### src/rtl/psx_ddr_pkg.sv
// Shared definitions for the multi-client PSX -> DDR bridge.
package psx_ddr_pkg;

  // Client command size encodings; 2 and 3 are reserved and behave as 8B.
  localparam logic [1:0] SZ_8B  = 2'd0;
  localparam logic [1:0] SZ_32B = 2'd1;

  // A 32-byte block is four 64-bit DDR beats / lanes.
  localparam int BURST_32B = 4;
  localparam int LANES     = 4;

  typedef enum logic [1:0] {
    ST_IDLE    = 2'd0,
    ST_WR_BEAT = 2'd1,
    ST_RD_CMD  = 2'd2,
    ST_RD_WAIT = 2'd3
  } state_t;

  // Expand four halfword enables of one lane into eight byte enables.
  function automatic logic [7:0] hw_mask_to_be(input logic [3:0] hw);
    logic [7:0] be;
    be = '0;
    for (int j = 0; j < 4; j++) begin
      be[2*j +: 2] = {2{hw[j]}};
    end
    return be;
  endfunction

endpackage

### src/rtl/psx_rr_arbiter.sv
// Client arbiter: round-robin (MODE 0) or fixed priority, lowest index wins (MODE 1).
// Grant is combinational from the request vector; the pointer moves on update.
module psx_rr_arbiter #(
  parameter int NUM_CLIENTS = 3,
  parameter int MODE        = 0,
  parameter int IDX_W       = (NUM_CLIENTS > 1) ? $clog2(NUM_CLIENTS) : 1
) (
  input  logic                   clk,
  input  logic                   rst,
  input  logic [NUM_CLIENTS-1:0] req,
  input  logic                   update,
  output logic [NUM_CLIENTS-1:0] grant,
  output logic [IDX_W-1:0]       grant_idx
);

  logic [IDX_W-1:0] ptr;
  logic             found;
  int               cand;

  // Search starts one past the last grant so every requester is served once per N grants.
  always_comb begin
    grant     = '0;
    grant_idx = '0;
    found     = 1'b0;
    cand      = 0;
    for (int k = 0; k < NUM_CLIENTS; k++) begin
      if (MODE == 1) begin
        cand = k;
      end else begin
        cand = int'(ptr) + 1 + k;
        if (cand >= NUM_CLIENTS) cand = cand - NUM_CLIENTS;
      end
      if (!found && req[cand]) begin
        found       = 1'b1;
        grant[cand] = 1'b1;
        grant_idx   = IDX_W'(cand);
      end
    end
  end

  // Remember the last winner; reset points at the last client so client 0 goes first.
  always_ff @(posedge clk) begin
    if (rst) begin
      ptr <= IDX_W'(NUM_CLIENTS - 1);
    end else if (update && (|grant)) begin
      ptr <= grant_idx;
    end
  end

endmodule

### src/rtl/psx_ddr_multiport_bridge.sv
// Arbitrates several 32-byte block clients onto one Avalon-MM DDR master.
// Handshake: a client holds i_command with stable fields until o_accept pulses;
// the Avalon side advances a write beat or the read command only while
// i_busyMem (waitrequest) is low, and read beats arrive on i_dataValidMem.
module psx_ddr_multiport_bridge
  import psx_ddr_pkg::*;
#(
  parameter int                   NUM_CLIENTS = 3,
  parameter int                   ARB_MODE    = 0,
  parameter int                   BLK_ADR_W   = 15,
  parameter int                   MEM_ADR_W   = 17,
  parameter int                   MEM_DATA_W  = 64,
  parameter logic [MEM_ADR_W-1:0] BASE_OFFSET = '0
) (
  input  logic                             clk,
  input  logic                             i_rst,
  input  logic [NUM_CLIENTS-1:0]           i_command,
  input  logic [NUM_CLIENTS-1:0]           i_writeElseRead,
  input  logic [2*NUM_CLIENTS-1:0]         i_commandSize,
  input  logic [NUM_CLIENTS*BLK_ADR_W-1:0] i_targetAddr,
  input  logic [3*NUM_CLIENTS-1:0]         i_subAddr,
  input  logic [16*NUM_CLIENTS-1:0]        i_writeMask,
  input  logic [256*NUM_CLIENTS-1:0]       i_dataClient,
  output logic [NUM_CLIENTS-1:0]           o_accept,
  output logic [NUM_CLIENTS-1:0]           o_busyClient,
  output logic [NUM_CLIENTS-1:0]           o_writeDone,
  output logic [NUM_CLIENTS-1:0]           o_dataValidClient,
  output logic [255:0]                     o_dataClient,
  output logic [MEM_ADR_W-1:0]             o_targetAddr,
  output logic [2:0]                       o_burstLength,
  input  logic                             i_busyMem,
  output logic                             o_writeEnableMem,
  output logic                             o_readEnableMem,
  output logic [63:0]                      o_dataMem,
  output logic [7:0]                       o_byteEnableMem,
  input  logic                             i_dataValidMem,
  input  logic [63:0]                      i_dataMem,
  output logic [1:0]                       debug_state
);

  localparam int IDX_W = (NUM_CLIENTS > 1) ? $clog2(NUM_CLIENTS) : 1;

  if (MEM_DATA_W != 64) begin : g_bad_data_width
    $error("psx_ddr_multiport_bridge: only MEM_DATA_W = 64 is supported");
  end
  if (MEM_ADR_W < BLK_ADR_W + 2) begin : g_bad_adr_width
    $error("psx_ddr_multiport_bridge: MEM_ADR_W must be at least BLK_ADR_W + 2");
  end
  if (NUM_CLIENTS < 2 || NUM_CLIENTS > 8) begin : g_bad_clients
    $error("psx_ddr_multiport_bridge: NUM_CLIENTS must be 2..8");
  end

  state_t                   state;
  logic [NUM_CLIENTS-1:0]   grant;
  logic [IDX_W-1:0]         grant_idx;
  logic [NUM_CLIENTS-1:0]   owner;
  logic                     is_32b;
  logic [1:0]               sub_lane;
  logic [1:0]               beat;
  logic [1:0]               lane;
  logic                     last_beat;
  logic [15:0]              mask;
  logic [255:0]             wdata;
  logic [255:0]             rdata;
  logic [NUM_CLIENTS-1:0]   write_done;
  logic [NUM_CLIENTS-1:0]   data_valid;
  logic                     wr_en;
  logic                     rd_en;
  logic [MEM_ADR_W-1:0]     addr;
  logic [2:0]               burst;

  int                       gi;
  logic                     sel_wr;
  logic                     sel_32b;
  logic [1:0]               sel_sub_lane;
  logic [BLK_ADR_W-1:0]     sel_blk;
  logic [15:0]              sel_mask;
  logic [255:0]             sel_data;
  logic [1:0]               sel_lane;
  logic [MEM_ADR_W-1:0]     sel_addr;
  logic                     unused_sub_bits;

  psx_rr_arbiter #(
    .NUM_CLIENTS (NUM_CLIENTS),
    .MODE        (ARB_MODE),
    .IDX_W       (IDX_W)
  ) u_arbiter (
    .clk       (clk),
    .rst       (i_rst),
    .req       (i_command),
    .update    (state == ST_IDLE),
    .grant     (grant),
    .grant_idx (grant_idx)
  );

  // Pick out the winning client's fields and form its DDR word address.
  // A 32B block starts at lane 0; an 8B access addresses its own lane directly.
  always_comb begin
    gi           = int'(grant_idx);
    sel_wr       = i_writeElseRead[gi];
    sel_32b      = (i_commandSize[2*gi +: 2] == SZ_32B);
    sel_sub_lane = i_subAddr[3*gi+1 +: 2];
    sel_blk      = i_targetAddr[BLK_ADR_W*gi +: BLK_ADR_W];
    sel_mask     = i_writeMask[16*gi +: 16];
    sel_data     = i_dataClient[256*gi +: 256];
    sel_lane     = sel_32b ? 2'b00 : sel_sub_lane;
    sel_addr     = BASE_OFFSET + MEM_ADR_W'({sel_blk, sel_lane});
  end

  // Sub-address bit 0 is below 8B granularity and never affects the access.
  assign unused_sub_bits = ^i_subAddr;

  assign lane      = is_32b ? beat : sub_lane;
  assign last_beat = !is_32b || (beat == 2'(LANES - 1));

  assign o_accept          = (state == ST_IDLE) ? grant : '0;
  assign o_busyClient      = {NUM_CLIENTS{state != ST_IDLE}} | (i_command & ~o_accept);
  assign o_writeDone       = write_done;
  assign o_dataValidClient = data_valid;
  assign o_dataClient      = rdata;
  assign o_targetAddr      = addr;
  assign o_burstLength     = burst;
  assign o_writeEnableMem  = wr_en;
  assign o_readEnableMem   = rd_en;
  assign o_dataMem         = wdata[64*lane +: 64];
  assign o_byteEnableMem   = hw_mask_to_be(mask[4*lane +: 4]);
  assign debug_state       = state;

  // Command FSM: capture the granted command, run the write burst or read, pulse completion.
  always_ff @(posedge clk) begin
    if (i_rst) begin
      state      <= ST_IDLE;
      owner      <= '0;
      is_32b     <= 1'b0;
      sub_lane   <= 2'b00;
      beat       <= 2'b00;
      mask       <= '0;
      wdata      <= '0;
      rdata      <= '0;
      write_done <= '0;
      data_valid <= '0;
      wr_en      <= 1'b0;
      rd_en      <= 1'b0;
      addr       <= '0;
      burst      <= '0;
    end else begin
      write_done <= '0;
      data_valid <= '0;
      case (state)
        ST_IDLE: begin
          if (|grant) begin
            owner    <= grant;
            is_32b   <= sel_32b;
            sub_lane <= sel_sub_lane;
            beat     <= 2'b00;
            mask     <= sel_mask;
            wdata    <= sel_data;
            addr     <= sel_addr;
            burst    <= sel_32b ? 3'(BURST_32B) : 3'd1;
            if (sel_wr) begin
              state <= ST_WR_BEAT;
              wr_en <= 1'b1;
            end else begin
              state <= ST_RD_CMD;
              rd_en <= 1'b1;
              rdata <= '0;
            end
          end
        end
        ST_WR_BEAT: begin
          if (!i_busyMem) begin
            if (last_beat) begin
              state      <= ST_IDLE;
              wr_en      <= 1'b0;
              write_done <= owner;
            end else begin
              beat <= beat + 2'd1;
            end
          end
        end
        ST_RD_CMD: begin
          if (!i_busyMem) begin
            state <= ST_RD_WAIT;
            rd_en <= 1'b0;
          end
        end
        ST_RD_WAIT: begin
          if (i_dataValidMem) begin
            rdata[64*lane +: 64] <= i_dataMem;
            if (last_beat) begin
              state      <= ST_IDLE;
              data_valid <= owner;
            end else begin
              beat <= beat + 2'd1;
            end
          end
        end
        default: state <= ST_IDLE;
      endcase
    end
  end

endmodule

### config.mk
export PLATFORM = sky130hd
export DESIGN_NAME = psx_ddr_multiport_bridge
export DESIGN_NICKNAME = d
export VERILOG_FILES = /design/src/rtl/psx_ddr_pkg.sv /design/src/rtl/psx_rr_arbiter.sv /design/src/rtl/psx_ddr_multiport_bridge.sv
export SDC_FILE = /design/constraint.sdc
export NUM_CORES = 1
export LEC_CHECK = 0
export CAP_MARGIN = 20
export CORE_AREA = 2 2 519 521
export DETAILED_ROUTE_END_ITERATION = 8
export DIE_AREA = 0 0 521 523
export GPL_TIMING_DRIVEN = 0
export PLACE_DENSITY = 0.38
export SYNTH_ARGS = -nofsm -noshare
export SYNTH_HDL_FRONTEND = slang
export SYNTH_SLANG_ARGS = --single-unit
### constraint.sdc
create_clock -name clk -period 2.85 [get_ports clk]
set_input_delay 0.285 -clock clk [delete_from_list [all_inputs] [get_ports clk]]
set_output_delay 0.285 -clock clk [all_outputs]
set_load 0.01 [all_outputs]
Word-level counts from Yosys, hierarchy flattened
Cells that the tools add are included.
{"block": "classes", "n_addsub": 9, "multipliers": 2, "n_lt_le_gt_ge": 10, "eq_ne": 12, "n_shift": 9, "muxes": 59, "bitwise_logic": 8, "n_reduce_logical": 25}
{"op": "$mux 256", "count": 3}
{"op": "$shiftx 768x11->256", "count": 1}
{"op": "$pmux 256 s2", "count": 1}
{"op": "$bwmux 256", "count": 1}
{"op": "$shift 64x34->256 const A", "count": 1}
{"op": "$shiftx 256x9->64", "count": 1}
{"op": "$shiftx 64x34->256", "count": 1}
{"op": "$ge 32x1->1 const B", "count": 3}
{"op": "$lt 32x4->1 const B", "count": 3}
{"op": "$mux 32", "count": 3}
{"op": "$ge 32x3->1 const B", "count": 2}
{"op": "$sub 32x3->32 const B", "count": 2}
{"op": "$shiftx 48x7->16", "count": 1}
{"op": "$shiftx 45x7->15", "count": 1}
{"op": "$neg 8->34", "count": 1}
{"op": "$add 32x2->32 const B", "count": 1}
{"op": "$add 32x3->32 const B", "count": 1}
{"op": "$mux 2", "count": 15}
{"op": "$mux 1", "count": 19}
{"op": "$mux 3", "count": 6}
{"op": "$reduce_and 4->1", "count": 4}
{"op": "$shiftx 16x5->4", "count": 1}
{"op": "$ne 2x2->1 const B", "count": 7}
{"op": "$or 3x3->3", "count": 3}
{"op": "29 further kinds", "count": 52}
{"block": "word_totals", "reg_bits": 568, "in_bits": 950, "out_inout_bits": 364, "word_cells": 149}

Longest topological paths before layout
Gate-level depths: netlist (run 1).
{"block": "logic_depth", "depth_word": 18, "ltp_mapped": 13}

Cells and area by module
From an unflattened synthesis (run 1), not the netlist that was laid out.
{"block": "hier_totals", "cells_unflattened": 3753, "area_unflattened_um2": 29464.5}
{"module": "psx_ddr_multiport_bridge", "n_inst": 1, "cells_each": 3684, "area_per_inst_um2": 28947.8}
{"module": "psx_rr_arbiter", "n_inst": 1, "cells_each": 69, "area_per_inst_um2": 516.7}

Least setup slack after synthesis (run 1)
No wires, ideal clock.
{"block": "synth_timing", "kind": "register to register", "startpoint": "reg u_arbiter.ptr[0]", "endpoint": "reg rdata[100], in the netlist o_dataClient[100]", "setup_ns": 0.119, "t_arrival_ns": 2.752, "required_time_ns": 2.731, "setup_slack_ns": -0.020, "path_stages_with_launch": 12, "n_path_buf": 2, "path_cell_list": "dfxtp_1 > inv_1 > ha_1 > nor3b_2 > o21ba_2 > a41oi_2 > mux2i_1 > a31oi_2 > a211o_1 > buf_6 > buf_8 > mux2i_1"}
{"block": "synth_between", "elab_chain_len": 17, "word_cells_on_any_way": 56}
{"item": "start: declaration", "line_no": "psx_rr_arbiter.sv:16", "rtl": "logic [IDX_W-1:0] ptr;"}
{"item": "start signal: assignment", "line_no": "psx_rr_arbiter.sv:44", "rtl": "ptr <= IDX_W'(NUM_CLIENTS - 1);"}
{"item": "start signal: assignment", "line_no": "psx_rr_arbiter.sv:46", "rtl": "ptr <= grant_idx;"}
{"item": "$add 2x1->3 *", "line_no": "psx_rr_arbiter.sv:30", "rtl": "cand = int'(ptr) + 1 + k;"}
{"item": "parallel branches: the longest is 15 deep, another holds $add 32x2->32"}
{"item": "$reduce_and 4->1 (no source line) *"}
{"item": "end signal: indexed assignment", "line_no": "psx_ddr_multiport_bridge.sv:189", "rtl": "rdata[64*lane +: 64] <= i_dataMem;"}
{"item": "end: declaration", "line_no": "psx_ddr_multiport_bridge.sv:64", "rtl": "logic [255:0] rdata;"}
Mark *: on every way between the ends. The select of a mux whose other input is x is not followed.
A chain may end at the register's enable or synchronous reset.

Final worst setup path (run 1)
{"block": "layout_timing", "startpoint": "reg u_arbiter.ptr[0]", "endpoint": "reg wdata[138]"}
{"block": "layout_between", "elab_chain_len": 15, "word_cells_on_any_way": 53}
{"item": "$add 2x1->3 *", "line_no": "psx_rr_arbiter.sv:30"}
{"item": "parallel branches: the longest is 14 deep, another holds $add 32x2->32"}
{"item": "end signal: assignment", "line_no": "psx_ddr_multiport_bridge.sv:157", "rtl": "wdata <= sel_data;"}
{"item": "end: declaration", "line_no": "psx_ddr_multiport_bridge.sv:63", "rtl": "logic [255:0] wdata;"}
Marked as above.

==> run_results.csv, run 1 <==
group,metric,value,unit
logic_synthesis,synth.yosys.seq_area_share,37.8,%
setup_path,crit_type,"reg2reg",
clock_tree,cts_sinks,566,
global_routing,antenna_found_initial,58,
clock_tree,path_clk_slew,60,ps
place,io_buffers,1307,
floorplanning,die_width,521,microns
setup_path,critPathMaxFanout,10,
timing,fmax,311,MHz
timing,setup_viol,608,
logic_synthesis,synth_compound_area_share,14.6,%
logic_synthesis,synth-main-ff-cell,"dfxtp_1",
setup_path,critPathMostFrequentCell,"buf_12",
clock_tree,root_buffer,"clkbuf_16",
final_layout,final_common_cell,"nand2_1",
logic_synthesis,synthSimpleGateAreaFrac,32.0,%
detailed_routing,dr.pass1.iters,5,
setup_path,cp_num_buf_inv,7,
hold_path,hold_path_class,"in2reg",
global_routing,grt_first_pass_wirelength,353000,microns
logic_synthesis,synth-seq-cells,566,
place,dp.cells,8957,
timing,finalClockSkew,49.7,ps
logic_synthesis,synthArstFlopShare,0,%
detailed_routing,num_vias,36000,
place,dp_hpwl,236000,microns
final_layout,n_fill_cell,29700,
detailed_routing,antenna_left,0,
timing,fin_ws,-366,ps
logic_synthesis,synth_top_family_by_area,"simple AND/OR/NAND/NOR gates",
detailed_routing,post-route-drc-count,0,
logic_synthesis,synth_cells,4080,
setup_path,timing.rr.end,"wdata[138]",
global_routing,grt_pass1_vias,36800,
final_layout,layout.nets,6580,
floorplanning,rows,190,
setup_path,arrival,3820,ps
logic_synthesis,avgSynthCellArea,7.34,sq um
logic_synthesis,muxShareOfSynthArea,8.83,%
detailed_routing,routedWlPerCell,30.1,microns
pwr,powerDensity,1200,mW/mm^2
floorplanning,dieArea,0.272,sq mm
timing,grt_setup_unrepaired,"yes",
clock_tree,clockBufferDepth,3,
hold_path,whs_endpoint,"u_arbiter.ptr[1]",
floorplanning,floorplan.initialDensity,11.2,%
detailed_routing,wl,278000,microns
final_layout,finalNonFillerCells,9240,
logic_synthesis,netlist_area,0.0300,sq mm
setup_path,cp-end-kind,"register",
pwr,leakage,21.2,nW
final_layout,drive_gt1_share,14.0,%
setup_path,worstSetupStartpointType,"register",
place,globalplace.congestion,0.924,
setup_path,critical-path-top-delay-family,"compound AO/OA/AOI/OAI gates",
hold_path,hold_path_depth,6,
clock_tree,cts_max_level,3,
run_status,outcome,"finished with violations",
setup_path,crit_slowest_cell,"dfxtp_4",
global_routing,track_usage,19.4,%
setup_path,r2r_start,"u_arbiter.ptr[0]",
final_layout,final_util,20.7,%
timing,maxSlewHeadroom,35.1,%
final_layout,syn_to_final_growth,84.4,%
final_layout,final_cell_mix,"nand2_1, clkdlybuf4s50_1, dfxtp_1",
clock_tree,cts_buffers,74,
logic_synthesis,synth_warnings,0,
logic_synthesis,synth_cell_types,56,
detailed_routing,via_per_inst,3.90,
floorplanning,core_area,0.267,sq mm
setup_path,cp_slowest_stage_delay,390,ps
place,place_area,0.0478,sq mm
run_status,violations,"negative setup slack",
logic_synthesis,synth_edf_count,0,
timing,timing.final.crit_period,3220,ps
flow_run,cap_violations,0,
setup_path,reg2reg_depth,15,
logic_synthesis,synthAdderAreaFrac,0.460,%
global_routing,grt_max_degree,13,
floorplanning,io_pins,1314,
final_layout,finish.instance_area,0.0552,sq mm
detailed_routing,drt_iter0_markers,2107,
timing,report.final.slew_viol_count,0,
timing,finalCritPeriodShare,113,%
clock_tree,cts_tree,"yes",
timing,tightestPinTransition,973,ps
logic_synthesis,synthesis.nets,5041,
setup_path,worstPathCellList,"inv_6 -> buf_12 -> ha_4 -> mux2_4 -> a22oi_2 -> and3_4 -> o22ai_4 -> a21oi_4 -> buf_12 -> buf_6 -> buf_8 -> buf_12 -> buf_8 -> o211ai_1 -> a21oi_1",
floorplanning,die_h,523,microns
pwr,vdd_drop_max,604,uV
timing,finalHoldViolCount,0,
setup_path,worstPathRequired,3450,ps
global_routing,grt-ovfl-total,0,
hold_path,hold_start,"i_command[1]",
logic_synthesis,synth_xor_xnor_area_share,0,%
clock_tree,postCtsHoldBufs,0,
clock_tree,clock_latency,720,ps
setup_path,rrSetupSlack,-370,ps
[report_power, final]
group	internal, W	leakage (nW)	switching [W]
sequential	0.00921	4.61	0.00123
combinational	0.0182	15.3	0.0274
clock	0.00574	1.21	0.00422
total	0.0332	21.2	0.0328
[sequential cells by signal, summed over array words and instances (netlist names), 2 cells and up]
| name | flops |
|---|---|
| o_targetAddr | 17 |
| o_dataValidClient | 3 |
| u_arbiter.ptr | 2 |
| sub_lane | 2 |
| o_writeDone | 3 |
| mask | 16 |
| beat | 2 |
| o_dataClient | 256 |
| wdata | 256 |
| owner | 3 |
| debug_state | 2 |
[area by class of cell]
type	instances	area [sq um]	share of cell area (%)
multi-input cells	3127	17900	32.4
repair buffers	1474	15300	27.7
flip-flops and latches	566	11300	20.5
well taps	3552	4440	8.05
plain buffers	366	3600	6.52
clock buffers	103	2090	3.79
clock inverters	26	414	0.750
inverters	10	52.6	0.0952
diodes	16	40.0	0.0725
[timing repair]
action                                  4_1_cts  5_1_grt
pin swaps                                   105      121
cloned                                       14       14
endpoints found under the setup margin      638      629
setup buffers                                75       51
gates resized for setup                     870      417
[metal layers]
layer | vias to the layer above | global-route usage, % | share of wire (%)
met3 | 296 | 3.80 | 5.5
met5 | - | 0 | 0.028
li1 | 16900 | - | -
met4 | 12 | 6.72 | 4.0
met2 | 1408 | 36.5 | 52
met1 | 17400 | 21.4 | 39
[cells in the mapped netlist, types with 11 or more instances]
cell,n,area share [%]
buf_2,80,1.3
and3_1,69,1.4
buf_8,24,1.2
nor2b_1,65,1.4
ha_1,11,0.46
dfxtp_1,566,38
nand3_1,298,5.0
buf_1,28,0.35
a31oi_1,74,1.5
a21oi_1,299,5.0
nand2_1,1417,18
nor2_1,23,0.29
mux2i_1,262,8.8
nand2b_1,257,5.4
clkbuf_1,231,2.9
o211ai_1,287,7.2
[worst min-delay path, delay by kind of cell]
kind	cells	cell delay [ps]
and+or+nand+nor	3	290
buffers and inverters	1	160
AOI/OAI and AO/OA	2	150
[stage by stage]
step / total power, W / hold WS (ps) / setup TNS, ps / worst slack, ps
2_1_floorplan: 0.0274 / 436 / 0 / 13.7
3_3_place_gp: 0.0468 / 444 / -1640540 / -3710
3_5_place_dp: 0.0473 / 450 / -1000700 / -2640
4_1_cts: 0.0636 / 95.9 / -146880 / -473
5_1_grt: 0.0695 / 216 / -176820 / -482
6_report: 0.0660 / 231 / -115700 / -366
[logic make-up after synthesis]
family                     count (synthesis)
DFF                                      566
adders and majority gates                 11
muxes                                    264
AOI/OAI and AO/OA                        689
other                                      1
buffers and inverters                    387
and+or+nand+nor                         2162
[worst max path at each step]
stage / from / to / slack (ps) / depth (start not counted)
2_1_floorplan: u_arbiter.ptr[0] / o_dataClient[100] / 10 / 11
3_3_place_gp: u_arbiter.ptr[0] / wdata[170] / -3710 / 12
3_5_place_dp: u_arbiter.ptr[0] / mask[2] / -2640 / 12
4_1_cts: is_32b / o_byteEnableMem[7] / -470 / 12
5_1_grt: u_arbiter.ptr[0] / wdata[80] / -480 / 15
6_report: u_arbiter.ptr[0] / wdata[138] / -370 / 15
Note: power is estimated with default switching activity, not from simulation.
==> inputs of run 2 (changes only) <==
Settings changed: CORE_AREA 2 2 519 521 to 2 2 507 509, DIE_AREA 0 0 521 523 to 0 0 509 511, MAX_ROUTING_LAYER set to met4.
Clock period 2.85 ns to 4.1 ns, I/O delays scaled along.
==> run_results.csv, run 2 (synthesized netlist as in run 1, its figures left out) <==
group,metric,value,unit
run_status,outcome,"finished, final reports clean",
detailed_routing,routedWlPerCell,30.2,microns
timing,finalHoldViolCount,0,
setup_path,rrSetupSlack,170,ps
floorplanning,die_h,511,microns
place,globalplace.congestion,0.937,
hold_path,hold_path_class,"in2reg",
clock_tree,root_buffer,"clkbuf_16",
timing,finalCritPeriodShare,96.1,%
place,dp.cells,8786,
setup_path,startpoint,"is_32b",
floorplanning,io_pins,1314,
timing,finalClockSkew,23.4,ps
detailed_routing,dr.pass1.iters,5,
setup_path,cp-end-kind,"output port",
floorplanning,core_area,0.255,sq mm
final_layout,layout.nets,6441,
pwr,powerDensity,774,mW/mm^2
global_routing,grt_pass1_vias,36300,
timing,fmax,254,MHz
floorplanning,dieArea,0.260,sq mm
final_layout,finish.instance_area,0.0505,sq mm
pwr,vdd_drop_max,337,uV
detailed_routing,wl,270000,microns
detailed_routing,via_per_inst,4.00,
flow_run,cap_violations,0,
floorplanning,floorplan.initialDensity,11.7,%
global_routing,grt-ovfl-total,0,
setup_path,timing.rr.end,"wdata[164]",
setup_path,crit_type,"reg2out",
clock_tree,cts_tree,"yes",
clock_tree,clock_latency,690,ps
global_routing,grt_first_pass_wirelength,346000,microns
pwr,leakage,18.9,nW
detailed_routing,num_vias,35800,
place,place_area,0.0476,sq mm
final_layout,n_fill_cell,28700,
place,dp_hpwl,234000,microns
global_routing,track_usage,20.5,%
clock_tree,cts_buffers,75,
detailed_routing,drt_iter0_markers,2087,
final_layout,finalNonFillerCells,8956,
setup_path,r2r_start,"u_arbiter.ptr[0]",
floorplanning,rows,186,
setup_path,worstSetupStartpointType,"register",
clock_tree,cts_sinks,566,
global_routing,grt_max_degree,12,
timing,setup_viol,0,
timing,maxSlewHeadroom,26.9,%
global_routing,antenna_found_initial,74,
setup_path,critPathMaxFanout,11,
final_layout,final_cell_mix,"nand2_1, clkdlybuf4s50_1, dfxtp_1",
clock_tree,clockBufferDepth,3,
final_layout,drive_gt1_share,6.40,%
floorplanning,die_width,509,microns
timing,report.final.slew_viol_count,0,
setup_path,arrival,3530,ps
timing,grt_setup_unrepaired,"no",
clock_tree,path_clk_slew,60,ps
setup_path,endpoint,"o_byteEnableMem[7]",
final_layout,syn_to_final_growth,68.6,%
timing,timing.final.crit_period,3940,ps
setup_path,reg2reg_depth,13,
timing,tightestPinTransition,1100,ps
final_layout,final_common_cell,"nand2_1",
setup_path,crit_slowest_cell,"clkdlybuf4s50_1",
setup_path,worstPathCellList,"mux2i_2 -> buf_6 -> inv_1 -> clkbuf_2 -> and3_1 -> a31oi_2 -> buf_8 -> buf_4 -> clkdlybuf4s50_1",
setup_path,worstPathRequired,3690,ps
detailed_routing,post-route-drc-count,0,
setup_path,cp_slowest_stage_delay,520,ps
detailed_routing,antenna_left,0,
place,io_buffers,1307,
clock_tree,cts_max_level,3,
==> run 2: cell count changes in the layout (fill, tap and decap cells not counted), moves of 36 or more <==
cell             change
nand2_1             +42
clkdlybuf4s50_1     +58
buf_12              -60
buf_6               -36
clkbuf_16           -38
clkbuf_1            +73
buf_4               -96
==> run 2: what timing repair did <==
action                     in CTS  in global routing
pin swaps                       3                  0
setup endpoints to repair     596                219
resized for setup             153                 23
setup buffers                   3                  0
hold buffers                    0                  0
==> run 2: layout make-up <==
| type | instances | area (sq um) | area share [%] |
|---|---|---|---|
| Antenna cell | 39 | 97.6 | 0.193 |
| Buffer | 375 | 2090 | 4.13 |
| Clock buffer | 102 | 2140 | 4.24 |
| Clock inverter | 28 | 387 | 0.766 |
| Inverter | 10 | 41.3 | 0.0818 |
| Multi-Input combinational cell | 3127 | 16800 | 33.3 |
| Sequential cell | 566 | 11300 | 22.5 |
| Tap cell | 3384 | 4230 | 8.39 |
| Timing Repair Buffer | 1325 | 13300 | 26.4 |
==> run 2: metrics by stage <==
step	utilization (%)	worst slack (ps)	hold slack (ps)	total power, W	setup TNS (ps)
after floorplan	-	1230	436	0.0190	0
after global placement	18.5	-2150	443	0.0324	-707400
after detailed placement	18.6	-1100	444	0.0327	-293190
after CTS	19.7	-29.7	258	0.0400	-57.2
after global routing	19.8	6.82	345	0.0411	0
final	19.8	161	337	0.0391	0
==> run 2: worst min path at each step <==
stage | endpoint | startpoint | cells after the start
finish | u_arbiter.ptr[1] | i_command[1] | 6
detailed placement | o_targetAddr[0] | o_targetAddr[0] | 2
CTS | u_arbiter.ptr[1] | i_command[1] | 6
global placement | wdata[44] | wdata[44] | 2
global route | u_arbiter.ptr[1] | i_command[1] | 6
floorplan | sub_lane[0] | sub_lane[0] | 2
==> run 2: where the power goes <==
group | internal [W] | total (W) | switching [W] | leakage [nW]
combinational | 0.00771 | 0.0249 | 0.0172 | 13.0
clock | 0.00411 | 0.00697 | 0.00287 | 1.23
sequential | 0.00640 | 0.00721 | 0.000811 | 4.61
==> run 2: worst max-delay path: cells and delay by family (launching register included) <==
family	cells	cell delay [ps]
multiplexers	1	230
AO/OA/AOI/OAI	1	180
AND/OR/NAND/NOR	1	350
flip-flops	1	410
buffers and inverters	6	1610
==> run 2: routing by layer <==
metal / vias to the layer above / track usage [%] / part of all wire [%] / routed length (microns)
met5: - / - / 0 / 0
met4: 0 / 7.23 / 4.0 / 10700
met3: 311 / 3.81 / 5.8 / 15800
met2: 1514 / 37.1 / 51 / 139000
met1: 17300 / 22.1 / 39 / 105000
li1: 16700 / - / - / -
